--- src/rtl/bram_port_arbiter.sv ---
// Purpose     : round-robin sharing of NUM_PORTS BRAM ports among NUM_REQ requesters.
// Latency     : grant is combinational in the request cycle; read data returns the next cycle.
// Backpressure: req_ready low holds a requester off; responses are never back-pressured.
// Ports:
//   clk, reset (async, active low)
//   req_valid/req_we/req_addr/req_wdata -> req_ready   : per-requester access handshake
//   rsp_valid/rsp_data                                  : per-requester read response
//   bram_addr/bram_we/bram_din -> bram_dout             : per-port BRAM interface (1-cycle read)
module bram_port_arbiter #(
    parameter int WIDTH     = 32,
    parameter int DEPTH     = 32,
    parameter int NUM_PORTS = 2,
    parameter int NUM_REQ   = 4,
    localparam int AW  = (DEPTH > 1) ? $clog2(DEPTH) : 1,
    localparam int IW  = (NUM_REQ > 1) ? $clog2(NUM_REQ) : 1,
    localparam int PIW = (NUM_PORTS > 1) ? $clog2(NUM_PORTS) : 1
) (
    input  logic                                clk,
    input  logic                                reset,
    input  logic [NUM_REQ-1:0]                  req_valid,
    input  logic [NUM_REQ-1:0]                  req_we,
    input  logic [NUM_REQ-1:0][AW-1:0]          req_addr,
    input  logic [NUM_REQ-1:0][WIDTH-1:0]       req_wdata,
    output logic [NUM_REQ-1:0]                  req_ready,
    output logic [NUM_REQ-1:0]                  rsp_valid,
    output logic [NUM_REQ-1:0][WIDTH-1:0]       rsp_data,
    output logic [NUM_PORTS-1:0][AW-1:0]        bram_addr,
    output logic [NUM_PORTS-1:0]                bram_we,
    output logic [NUM_PORTS-1:0][WIDTH-1:0]     bram_din,
    input  logic [NUM_PORTS-1:0][WIDTH-1:0]     bram_dout
);

    logic [IW-1:0]                     rr_ptr;
    logic [IW-1:0]                     rr_next;
    logic                              any_grant;
    logic [NUM_REQ-1:0]                ready_c;
    logic [NUM_PORTS-1:0]              port_vld;
    logic [NUM_PORTS-1:0]              port_we;
    logic [NUM_PORTS-1:0][AW-1:0]      port_addr;
    logic [NUM_PORTS-1:0][WIDTH-1:0]   port_din;
    logic [NUM_PORTS-1:0][IW-1:0]      port_idx;

    // One-cycle record of which requester each port served with a read,
    // used to steer bram_dout back when the synchronous read completes.
    logic [NUM_PORTS-1:0]              trk_vld;
    logic [NUM_PORTS-1:0][IW-1:0]      trk_idx;

    int                                cand_i;
    int                                n_grant;
    logic [IW-1:0]                     cand;
    logic                              conflict;

    // Scan requesters starting at rr_ptr; each accepted candidate takes the
    // next free port. A candidate colliding with an earlier grant on the same
    // address (unless both are reads) is skipped but the scan continues.
    always_comb begin
        ready_c   = '0;
        port_vld  = '0;
        port_we   = '0;
        port_addr = '0;
        port_din  = '0;
        port_idx  = '0;
        rr_next   = rr_ptr;
        any_grant = 1'b0;
        n_grant   = 0;
        cand_i    = 0;
        cand      = '0;
        conflict  = 1'b0;
        for (int j = 0; j < NUM_REQ; j++) begin
            cand_i = int'(rr_ptr) + j;
            if (cand_i >= NUM_REQ) begin
                cand_i = cand_i - NUM_REQ;
            end
            cand     = IW'(cand_i);
            conflict = 1'b0;
            for (int k = 0; k < NUM_PORTS; k++) begin
                if (port_vld[k] && (port_addr[k] == req_addr[cand]) &&
                    (port_we[k] || req_we[cand])) begin
                    conflict = 1'b1;
                end
            end
            if (reset && req_valid[cand] && !conflict && (n_grant < NUM_PORTS)) begin
                ready_c[cand]                = 1'b1;
                port_vld[PIW'(n_grant)]      = 1'b1;
                port_we[PIW'(n_grant)]       = req_we[cand];
                port_addr[PIW'(n_grant)]     = req_addr[cand];
                port_din[PIW'(n_grant)]      = req_wdata[cand];
                port_idx[PIW'(n_grant)]      = cand;
                n_grant                      = n_grant + 1;
                any_grant                    = 1'b1;
                // Last grant in scan order wins, so the pointer lands just past it.
                rr_next                      = IW'((cand_i + 1) % NUM_REQ);
            end
        end
    end

    assign req_ready = ready_c;
    assign bram_we   = port_we;
    assign bram_addr = port_addr;
    assign bram_din  = port_din;

    always_ff @(posedge clk or negedge reset) begin
        if (!reset) begin
            rr_ptr  <= '0;
            trk_vld <= '0;
            trk_idx <= '0;
        end else begin
            if (any_grant) begin
                rr_ptr <= rr_next;
            end
            trk_vld <= port_vld & ~port_we;
            trk_idx <= port_idx;
        end
    end

    // Each requester is granted at most once per cycle, so tracked indices never collide.
    always_comb begin
        rsp_valid = '0;
        rsp_data  = '0;
        for (int k = 0; k < NUM_PORTS; k++) begin
            if (trk_vld[k]) begin
                rsp_valid[trk_idx[k]] = 1'b1;
                rsp_data[trk_idx[k]]  = bram_dout[k];
            end
        end
    end

endmodule

--- config.mk ---
export PLATFORM = sky130hd
export DESIGN_NAME = bram_port_arbiter
export DESIGN_NICKNAME = d
export VERILOG_FILES = /design/src/rtl/bram_port_arbiter.sv
export SDC_FILE = /design/constraint.sdc
export NUM_CORES = 1
export LEC_CHECK = 0
export CORE_AREA = 4 4 169 171
export CTS_CLUSTER_DIAMETER = 60
export DETAILED_ROUTE_END_ITERATION = 16
export DIE_AREA = 0 0 173 175
export PLACE_DENSITY = 0.59
export SLEW_MARGIN = 15
export SYNTH_ARGS = -nofsm -noshare
export SYNTH_HDL_FRONTEND = slang
export SYNTH_SLANG_ARGS = --single-unit
export TNS_END_PERCENT = 5
--- constraint.sdc ---
create_clock -name clk -period 14.3 [get_ports clk]
set_clock_uncertainty 0.1 [all_clocks]
set_input_delay 1.43 -clock clk [delete_from_list [all_inputs] [get_ports clk]]
set_output_delay 1.43 -clock clk [all_outputs]
set_load 0.01 [all_outputs]
-- After elaboration in Yosys (flattened, before gate mapping)
Cells that the tools add are included.
- register bits: 8
- bits of input ports: 222
- add/subtract/negate cells: 13
- $lt $le $gt $ge: 25
- eq/ne operators: 5
- mux-type cells: 132
- bitwise operators: 10
- reductions and logical operators: 39
- operators with widths (cell ; count):
    $mux 32 ; 12
    $bmux 32 s2 ; 4
    $mux 128 ; 2
    $bwmux 64 ; 3
    $mux 64 ; 3
    $and 128x128->128 ; 1
    $bwmux 128 ; 1
    $demux 32 s2 ; 2
    $demux 32 s1 ; 3
    $lt 32x3->1 const B ; 3
    $add 32x2->32 const B ; 2
    $bmux 5 s2 ; 4
    $mux 5 ; 8
    $mux 2 ; 18
    $mux 4 ; 9
    $bwmux 10 ; 3
    $mux 10 ; 3
    $logic_and 1x1->1 ; 29
    $mux 1 ; 28
    $eq 5x5->1 ; 5
    $lt 2x3->1 const B ; 6
    $bmux 1 s2 ; 8
    $or 4x4->4 ; 4
    $demux 5 s1 ; 3
    22 further kinds ; 60

-- Longest topological paths before layout
- word-level depth: 34
- gate-level depth with buffers: 24
- depth with buffers taken out: 17

-- Worst setup path before layout
No wires, ideal clock.
- kind: flip-flop to output port
- from: reg rr_ptr[1]
- to: out bram_din[24] (netlist bit)
- arrival time: 5372 ps
- required time: 12770 ps
- slack: 7398 ps
- cell stages (with the launch flop): 25
- cell sequence: dfrtp_1 buf_4 buf_2 buf_1 inv_1 ha_1 buf_2 buf_1 mux4_2 xor2_1 a21o_1 nor4_1 a21oi_1 clkbuf_1 ha_1 nor2b_1 nand2_1 or2_2 or3_1 a21o_1 a31oi_4 nand3_2 buf_6 buf_2 a31oi_1
- RTL lines (item ; RTL line ; text):
    start, declared ; 33 ; logic [IW-1:0] rr_ptr;
    start signal, assigned ; 109 ; rr_ptr <= rr_next;
    end, declared ; 29 ; output logic [NUM_PORTS-1:0][WIDTH-1:0] bram_din,

==> out/qor.tcl <==
set qor(outcome) {finished, final reports clean}
set qor(yosys_most_used_dff) {sky130_fd_sc_hd__dfrtp_1}
set qor(power.total_mw) 2.11
set qor(critPathRequiredTime_ps) 12770
set qor(max-vdd-ir-drop_v) 0.000149
set qor(post-cts-setup-buffers) 0
set qor(netlist.area_leader.share_pct) 27.0
set qor(finalWorstSetupSlack_ps) 4870
set qor(p_leak_nw) 3.90
set qor(synth_area_leader_cell) {sky130_fd_sc_hd__mux2i_1}
set qor(synth.yosys.seq_area_share_pct) 1.99
set qor(antenna_cells_inserted) 0
set qor(yosys-top-cells-area) {sky130_fd_sc_hd__mux2i_1 (27%), sky130_fd_sc_hd__and2_1 (13%), sky130_fd_sc_hd__mux4_2 (9.3%), sky130_fd_sc_hd__o221ai_1 (5.0%), sky130_fd_sc_hd__buf_4 (4.9%)}
set qor(worst_setup_path_end_kind) {primary output}
set qor(gr-usage-all-layers_pct) 17.4
set qor(postLayoutCoreUtil_pct) 37.3
set qor(worstHoldPathCells) 2
set qor(gp_routability_congestion) 0.835
set qor(critPathKind) {primary input to primary output}
set qor(fillerInstances) 2789
set qor(yosysWarnings) 0
set qor(detail_route.wl_per_cell_um) 19.9
set qor(grt_antenna_before_repair) 1
set qor(clkTransAtPathRegs_ps) 30
set qor(rsz0062_at_grt) {false}
set qor(grt_max_degree) 93
set qor(cts-hold-fix-buffers) 0
set qor(drt-vias-per-instance) 5.31
set qor(dieHeight_um) 175
set qor(achievable-frequency_mhz) 106
set qor(worst_case_hold_path_end_point) {rr_ptr[0]}
set qor(ff2ff_setup_slack_ps) 7130
set qor(clock-root-buffer) {sky130_fd_sc_hd__clkbuf_16}
set qor(worst_hold_slack_ps) 688
set qor(grt_pass1_vias) 7019
set qor(cts_repair_resize_count) 0
set qor(fin_cells) 1454
set qor(clkLatencyLatePin_ps) 230
set qor(numClockSinks) 5
set qor(post-dp-hpwl_um) 22600
set qor(drt_first_iter_violations) 364
set qor(firstDrtPassIters) 5
set qor(r2r.worst_path.cells) 16
set qor(floorplan_core_area_um2) 26900
set qor(detail_route.wirelength_um) 28900
set qor(timing.final.hold_violations) 0
set qor(finalSetupViolations) 0
set qor(layout.nets) 1342
set qor(rows) 60
set qor(htree_num_levels) 1
set qor(worst-endpoint-arrival_ps) 7900
set qor(synth-edff-count) 0
set qor(synthDistinctLibCells) 62
set qor(final_period_minus_worst_setup_slack_ps) 9430
set qor(r2r-end) {trk_vld[0]}
set qor(min_delay_startpoint) {rr_ptr[0]}
set qor(dr_total_vias) 7721
set qor(synth.top_cells.by_count) {sky130_fd_sc_hd__mux2i_1 (169), sky130_fd_sc_hd__and2_1 (130), sky130_fd_sc_hd__nor2_1 (53)}
set qor(layout-drive-gt1-share_pct) 5.12
set qor(maxSlewHeadroom_pct) 30.5
set qor(port-buffer-count) 363
set qor(yosysMostFrequentCell) {sky130_fd_sc_hd__mux2i_1}
set qor(overflow) 0
set qor(synth.cell_area_um2) 6270
set qor(numPlacedInstances) 1450
set qor(dieWidth_um) 173
set qor(pwr_density_cell_nw_per_um2) 210
set qor(finish.instance_area_um2) 10000
set qor(final_antenna_net_count) 0
set qor(placed_cell_area_um2) 9950
set qor(worstReg2RegStart) {rr_ptr[0]}
set qor(synthesized_netlist_cell_count) 818
set qor(die_area_um2) 30300
set qor(fin_crit_sh_pct) 65.9
set qor(synth-seq-cells) 5
set qor(critPathLaunchType) {primary input}
set qor(timing_max_transition_violations_final) 0
set qor(worst_setup_path_startpoint) {reset}
set qor(grt_first_pass_wirelength_um) 42400
set qor(areaGrowthSynthToFinish_pct) 59.8
set qor(synth_area_per_cell_um2) 7.67
set qor(cts_buffers) 3
set qor(postSynth.asyncResetShare_pct) 100
set qor(min-delay-path-class) {flop to flop}
set qor(detailedPlace.worstSlack_ps) 4920
set qor(cts-root-to-sink-buffers) 2
set qor(cap_viol_max_count) 0
set qor(worst_pin_slew_ps) 1040
set qor(critical_path.max_fanout) 77
set qor(drc) 0
set qor(initial_core_util_pct) 23.3
set qor(floorplan.io_pins) 434
set qor(tritoncts) {yes}
set qor(fin_setup_tns_ps) 0
## routing by layer
metal  GRT usage, %  vias up  wire length [µm]
li1               -     3651                 -
met1           19.5     3717             11100
met2           34.6      337             15500
met3           3.81       14              2100
met4           1.56        2               198
met5              0        -                17
## power by group
| part | switching (mW) | leakage, nW | internal, mW |
|---|---|---|---|
| registers | 0.00568 | 0.0587 | 0.0237 |
| clock network | 0.00913 | 0.0382 | 0.0369 |
| logic | 1.06 | 3.80 | 0.970 |
| total | 1.08 | 3.90 | 1.03 |
## how the worst max path moves through the flow
stage                   end  slack [ps]  depth (start not counted)
2_1_floorplan  bram_din[24]        7400                         24
5_1_grt        bram_din[21]        4420                         16
6_report       bram_din[10]        4870                         15
3_3_place_gp   bram_din[10]        4910                         15
3_5_place_dp   bram_addr[0]        4920                         15
4_1_cts        bram_din[10]        4920                         15
## worst max-delay path: stages
cell,delay (ps)
sky130_fd_sc_hd__clkdlybuf4s50_1,770
sky130_fd_sc_hd__nand2_1,190
sky130_fd_sc_hd__o22a_1,410
sky130_fd_sc_hd__inv_2,410
sky130_fd_sc_hd__nand2_1,200
sky130_fd_sc_hd__xor2_1,180
sky130_fd_sc_hd__a21oi_1,720
sky130_fd_sc_hd__ha_1,440
sky130_fd_sc_hd__nor2_1,240
sky130_fd_sc_hd__a211oi_1,120
sky130_fd_sc_hd__or4b_4,560
sky130_fd_sc_hd__a31oi_4,300
sky130_fd_sc_hd__nand3_4,770
sky130_fd_sc_hd__a31oi_1,530
sky130_fd_sc_hd__clkdlybuf4s50_1,610
## cell type report
cell class / instances / area [µm²] / share of cell area [%]
sequential: 5 / 130 / 1.30
timing repair buffer: 370 / 3690 / 36.8
tap: 341 / 427 / 4.25
clock buffer: 4 / 78.8 / 0.786
multi-input combinational: 725 / 5670 / 56.6
inverter: 9 / 33.8 / 0.337
## placed cells by master, fill, tap and decap left out, types with 2 or more instances in the layout
master / n
sky130_fd_sc_hd__nand2b_1: 2
sky130_fd_sc_hd__a21o_1: 3
sky130_fd_sc_hd__o22ai_1: 37
sky130_fd_sc_hd__o211ai_1: 4
sky130_fd_sc_hd__nor2b_1: 3
sky130_fd_sc_hd__a31oi_1: 35
sky130_fd_sc_hd__a32o_1: 2
sky130_fd_sc_hd__nand3_1: 8
sky130_fd_sc_hd__nand3_2: 2
sky130_fd_sc_hd__clkdlybuf4s50_1: 363
sky130_fd_sc_hd__and3_1: 3
sky130_fd_sc_hd__o31ai_1: 2
sky130_fd_sc_hd__a41oi_1: 2
sky130_fd_sc_hd__a21oi_1: 7
sky130_fd_sc_hd__mux2i_1: 169
sky130_fd_sc_hd__buf_4: 7
sky130_fd_sc_hd__or3b_2: 4
sky130_fd_sc_hd__dfrtp_1: 3
sky130_fd_sc_hd__or3_1: 3
sky130_fd_sc_hd__nand2_2: 2
sky130_fd_sc_hd__a222oi_1: 4
sky130_fd_sc_hd__mux4_2: 26
sky130_fd_sc_hd__nor2_1: 52
sky130_fd_sc_hd__clkbuf_16: 3
sky130_fd_sc_hd__nor4_1: 2
sky130_fd_sc_hd__nor3_1: 3
sky130_fd_sc_hd__nand3b_1: 4
sky130_fd_sc_hd__ha_1: 5
sky130_fd_sc_hd__and2_1: 130
sky130_fd_sc_hd__conb_1: 38
sky130_fd_sc_hd__o21ai_0: 37
sky130_fd_sc_hd__o22a_1: 34
sky130_fd_sc_hd__nand2_1: 27
sky130_fd_sc_hd__xor2_1: 7
sky130_fd_sc_hd__inv_1: 8
sky130_fd_sc_hd__xnor2_1: 5
sky130_fd_sc_hd__o221ai_1: 36
sky130_fd_sc_hd__mux2_1: 2
## cell families after synthesis
logic type | synth area share [%]
DFF | 1.99
adders and majority gates | 1.20
muxes | 36.6
buffers and inverters | 10.5
AOI/OAI and AO/OA | 25.3
and+or+nand+nor | 22.5
xor gates and xnor gates | 1.67
other | 0.0598
## registers in the layout, summed over array words and instances, names as in the netlist
register	flops
trk_idx	2
rr_ptr	2
trk_vld	1
Power figures use the tool's default switching activity.
